File: config.mk
export PLATFORM = sky130hd
export DESIGN_NAME = fetch_queue
export DESIGN_NICKNAME = d
export VERILOG_FILES = /design/src/rtl/fetch_queue.sv
export SDC_FILE = /design/constraint.sdc
export NUM_CORES = 1
export LEC_CHECK = 0
export BUFFER_PORTS_ARGS = -buffer_cell sky130_fd_sc_hd__buf_2
export CAP_MARGIN = 10
export CORE_MARGIN = 4
export CORE_UTILIZATION = 30
export CTS_BUF_LIST = sky130_fd_sc_hd__clkbuf_8
export DETAILED_ROUTE_END_ITERATION = 12
export MAX_ROUTING_LAYER = met4
export REMOVE_ABC_BUFFERS = 1
export SLEW_MARGIN = 30
export SYNTH_ARGS = -nofsm -noshare
export SYNTH_HDL_FRONTEND = slang
export SYNTH_SLANG_ARGS = --single-unit
File: constraint.sdc
create_clock -name clk -period 4.5 [get_ports clk]
set_clock_uncertainty 0.15 [all_clocks]
set_input_delay 0.225 -clock clk [delete_from_list [all_inputs] [get_ports clk]]
set_output_delay 0.225 -clock clk [all_outputs]
set_load 0.005 [all_outputs]
File: src/rtl/fetch_queue.sv
// Instruction fetch queue: fetches sequentially from imem, buffers DEPTH entries for decode, flushes on redirect.
// Optional FETCH_QUEUE_STATS_EN adds saturating redirect and queue-full counters.
module fetch_queue #(
   parameter int DEPTH = 4
) (
   input  logic        clk,
   input  logic        rst,
   input  logic        pc_src,
   input  logic [31:0] add_res,
   output logic [31:0] imem_addr,
   input  logic [31:0] imem_rdata,
   input  logic        d_ready,
   output logic        d_valid,
   output logic [31:0] d_inst,
   output logic [31:0] d_pc,
   output logic [15:0] flush_cnt,
   output logic [15:0] full_cnt
);

   localparam int PTR_W = $clog2(DEPTH);
   localparam int CNT_W = PTR_W + 1;

   logic [31:0]      fetch_pc;
   logic [PTR_W-1:0] head;
   logic [PTR_W-1:0] tail;
   logic [CNT_W-1:0] count;
   logic [31:0]      inst_mem [DEPTH];
   logic [31:0]      pc_mem   [DEPTH];
   logic             full;
   logic             push;
   logic             pop;

   assign full      = (count == CNT_W'(DEPTH));
   assign push      = !full && !pc_src;
   assign d_valid   = (count != '0) && !pc_src;
   assign pop       = d_valid && d_ready;
   assign imem_addr = fetch_pc;
   assign d_inst    = d_valid ? inst_mem[head] : 32'd0;
   assign d_pc      = d_valid ? pc_mem[head]   : 32'd0;

   // Control state: pointers wrap naturally because DEPTH is a power of two
   always_ff @(posedge clk) begin
      if (rst) begin
         fetch_pc <= 32'd0;
         head     <= '0;
         tail     <= '0;
         count    <= '0;
      end else if (pc_src) begin
         fetch_pc <= add_res & 32'hFFFF_FFFC;
         head     <= '0;
         tail     <= '0;
         count    <= '0;
      end else begin
         if (push) begin
            tail     <= tail + 1'b1;
            fetch_pc <= fetch_pc + 32'd4;
         end
         if (pop) head <= head + 1'b1;
         unique case ({push, pop})
            2'b10:   count <= count + 1'b1;
            2'b01:   count <= count - 1'b1;
            default: count <= count;
         endcase
      end
   end

   // Entry storage carries no reset; count alone decides what is live
   always_ff @(posedge clk) begin
      if (push) begin
         inst_mem[tail] <= imem_rdata;
         pc_mem[tail]   <= fetch_pc + 32'd4;
      end
   end

`ifdef FETCH_QUEUE_STATS_EN
   function automatic logic [15:0] sat_inc(input logic [15:0] v);
      return (v == 16'hFFFF) ? v : v + 16'd1;
   endfunction

   always_ff @(posedge clk) begin
      if (rst) begin
         flush_cnt <= 16'd0;
         full_cnt  <= 16'd0;
      end else begin
         if (pc_src) flush_cnt <= sat_inc(flush_cnt);
         if (full && !d_ready) full_cnt <= sat_inc(full_cnt);
      end
   end
`else
   assign flush_cnt = 16'd0;
   assign full_cnt  = 16'd0;
`endif

endmodule

==> flow_summary.ini <==
[clock_network]
cts-htree-levels = 2
cts_tree = done
clockRootBuffer = clkbuf_8
cts_resized = 0
clock-sinks = 287
clk_latency_ps = 580
clk_pin_slew_worst_paths_ps = 60
post_cts_buffers = 0
cts_buffers = 49
cts_buffer_depth = 3
cts_hold_buffers = 63

[critical_path]
critPathCaptureType = register
crit_fanout = 14
critPathLaunchType = register
slowest_delay_ps = 850
cp_top_family = simple AND/OR/NAND/NOR gates
path_common_cell = or4_1
reg2reg_depth = 5
r2r-start = imem_addr[2]
cp_cell_sequence = ha_1 > nand3_1 > or4_1 > or4_1 > a311oi_1
critPathRequiredTime_ps = 4810
crit_arrival_ps = 3470
path_class = reg2reg
critPathSlowestCell = or4_1
worst-r2r-setup-slack_ps = 1340
reg2reg_to = imem_addr[20]
worst-path-buf-inv = 0

[synthesis]
yosysTopAreaCellShare = 0.607
ys_ff_latch = 287
seq_area_frac_synth = 0.671
synth_cell_types = 50
yosysTopAreaCell = edfxtp_1
ys_top_cells_by_count = edfxtp_1, and2_1, mux4_2
synth_flop_cell = edfxtp_1
netlist_area_sq_um = 12300
synth-async-reset-ratio = 0
synth-edff-count = 248
syn_area_per_cell_sq_um = 15.7
synth.area.top_cells = edfxtp_1, mux4_2, dfxtp_1, and2_1, buf_4
synth_warnings = 0
syn_inst = 780
synth.most_common_cell = edfxtp_1

[floorplan]
pin_count = 197
die_area_sq_um = 44200
die_w_microns = 210
fp.dieH_microns = 210
core_sq_um = 40100
start_util = 0.306
num_rows = 73

[sta]
setup_violations = 0
hold_viol = 0
slew_viol_final = 0
hold_slack_ps = 60.6
layout_min_cycle_time_ps = 3160
fmax_ghz = 0.317
rsz0062_at_grt = no
tightest_slew_ps = 1020
maxSlewHeadroom = 0.317
period_share = 0.702
setup_tns_ps = 0

[placed_design]
port_buffers = 158
dp.cells = 1428
place_area_sq_um = 13600
globalplace.congestion = 0.799
place_hpwl_microns = 19600

[grt]
grt_max_degree = 44
grt_pass1_wl_microns = 46000
antenna_found_initial = 0
overflow = 0
grt_pass1_vias = 7646
grt_use_total = 0.139

[worst_hold_path]
whs_endpoint = imem_addr[6]
hold_class = in2reg
hold_path.startpoint = pc_src
hold_depth = 3

[pwr]
p_leak_nw = 5.41
peakVddDrop_mv = 0.148
power_density_nw_per_um2 = 367

[routing]
drt_iter0_drc = 510
wl_per_cell_microns = 19.3
ant_nets = 0
vias = 7407
first_pass_iters = 7
viasPerCell = 4.69
wirelength_microns = 30500
drc = 0

[job]
maxCapViolCount = 0

[cells_and_area]
final_area_sq_um = 15100
final_cells = 1581
n_fill_cell = 3774
area_growth_pct = 23.4
antenna_cells = 0
layout-drive-gt1-share = 0.295
final_nets = 1092

[run_status]
status = finished clean
==> flip-flops by register name (all words and copies together), names as in the netlist, named ones only <==
| name | count |
|---|---|
| inst_mem | 128 |
| count | 3 |
| imem_addr | 30 |
| pc_mem | 120 |
| tail | 2 |
| head | 2 |
==> per-layer routing <==
| metal | GRT usage | share of wire |
|---|---|---|
| met5 | - | 0 |
| met1 | 0.182 | 0.43 |
| met3 | 0.0314 | 0.068 |
| met2 | 0.223 | 0.49 |
| met4 | 0.0311 | 0.017 |
==> tightest hold or removal path, stage by stage <==
cell     delay [ps]
buf_2           300
nand2_1         130
a21oi_1          50
==> stage by stage <==
step                 util  worst slack [ps]  power, mW
floorplan               -               663       3.27
global placement    0.337              1510       3.43
detailed placement  0.339              1390       3.45
CTS                 0.377              1250       5.65
global route        0.378              1150       5.81
finish              0.378              1340       5.55
==> placed cells by master (no fill, tap or decap), types with 6 or more instances in the layout <==
master         synthesis  layout
a211oi_1               9       9
nor3_1                15      14
mux4_2                62      62
nand2_1               30      30
clkinv_2               0       8
a21oi_1               13      13
o31ai_1                6       6
clkbuf_8               0      51
inv_1                 13      29
xor2_1                16      16
buf_2                  5     158
nor2_1                41      40
dlygate4sd3_1          0      63
o21ai_0                7       7
buf_4                 36       9
edfxtp_1             248     248
nor4_1                10      10
and2_1                63      63
nand4_1               11      11
xnor2_1               25      25
nand3_1               16      16
or3_1                  6       6
ha_1                   6       6
a311oi_1              11      11
or4_1                  9       9
conb_1                 1      36
clkinv_1               0      12
dfxtp_1               39      37
==> final cells by class <==
type / instances / area (sq um) / share of cell area
flip-flops and latches: 287 / 8240 / 0.544
multi-input cells: 432 / 3700 / 0.244
repair buffers: 235 / 1610 / 0.106
clock buffers: 51 / 702 / 0.0464
well taps: 525 / 657 / 0.0434
clock inverters: 38 / 183 / 0.0121
inverters: 13 / 48.8 / 0.00322
==> worst max-delay path by stage <==
stage	start	endpoint	slack, ps	cells after the start
3_5_place_dp	imem_addr[2]	imem_addr[20]	1390	5
2_1_floorplan	register	d_inst[0]	660	2
4_1_cts	register	d_pc[11]	1250	4
5_1_grt	imem_addr[2]	pc_mem[3][30]	1150	5
6_report	imem_addr[2]	imem_addr[20]	1340	5
3_3_place_gp	imem_addr[2]	imem_addr[20]	1510	5
==> kinds of logic after synthesis <==
kind of cell,after synthesis,share of synthesized area
AOI/OAI and AO/OA,61,0.0355
xor gates and xnor gates,41,0.0293
adders and majority gates,6,0.00612
buffers and inverters,96,0.0415
DFF,287,0.671
muxes,62,0.114
other,1,0.000306
and+or+nand+nor,226,0.103
==> report_power, final <==
group	leakage [nW]	switching, mW	internal [mW]	total (mW)
logic	2.28	0.195	0.179	0.374
clock network	0.516	1.01	1.10	2.12
registers	2.62	0.0598	3.00	3.06
No activity file was read; power rests on OpenSTA's default activity.
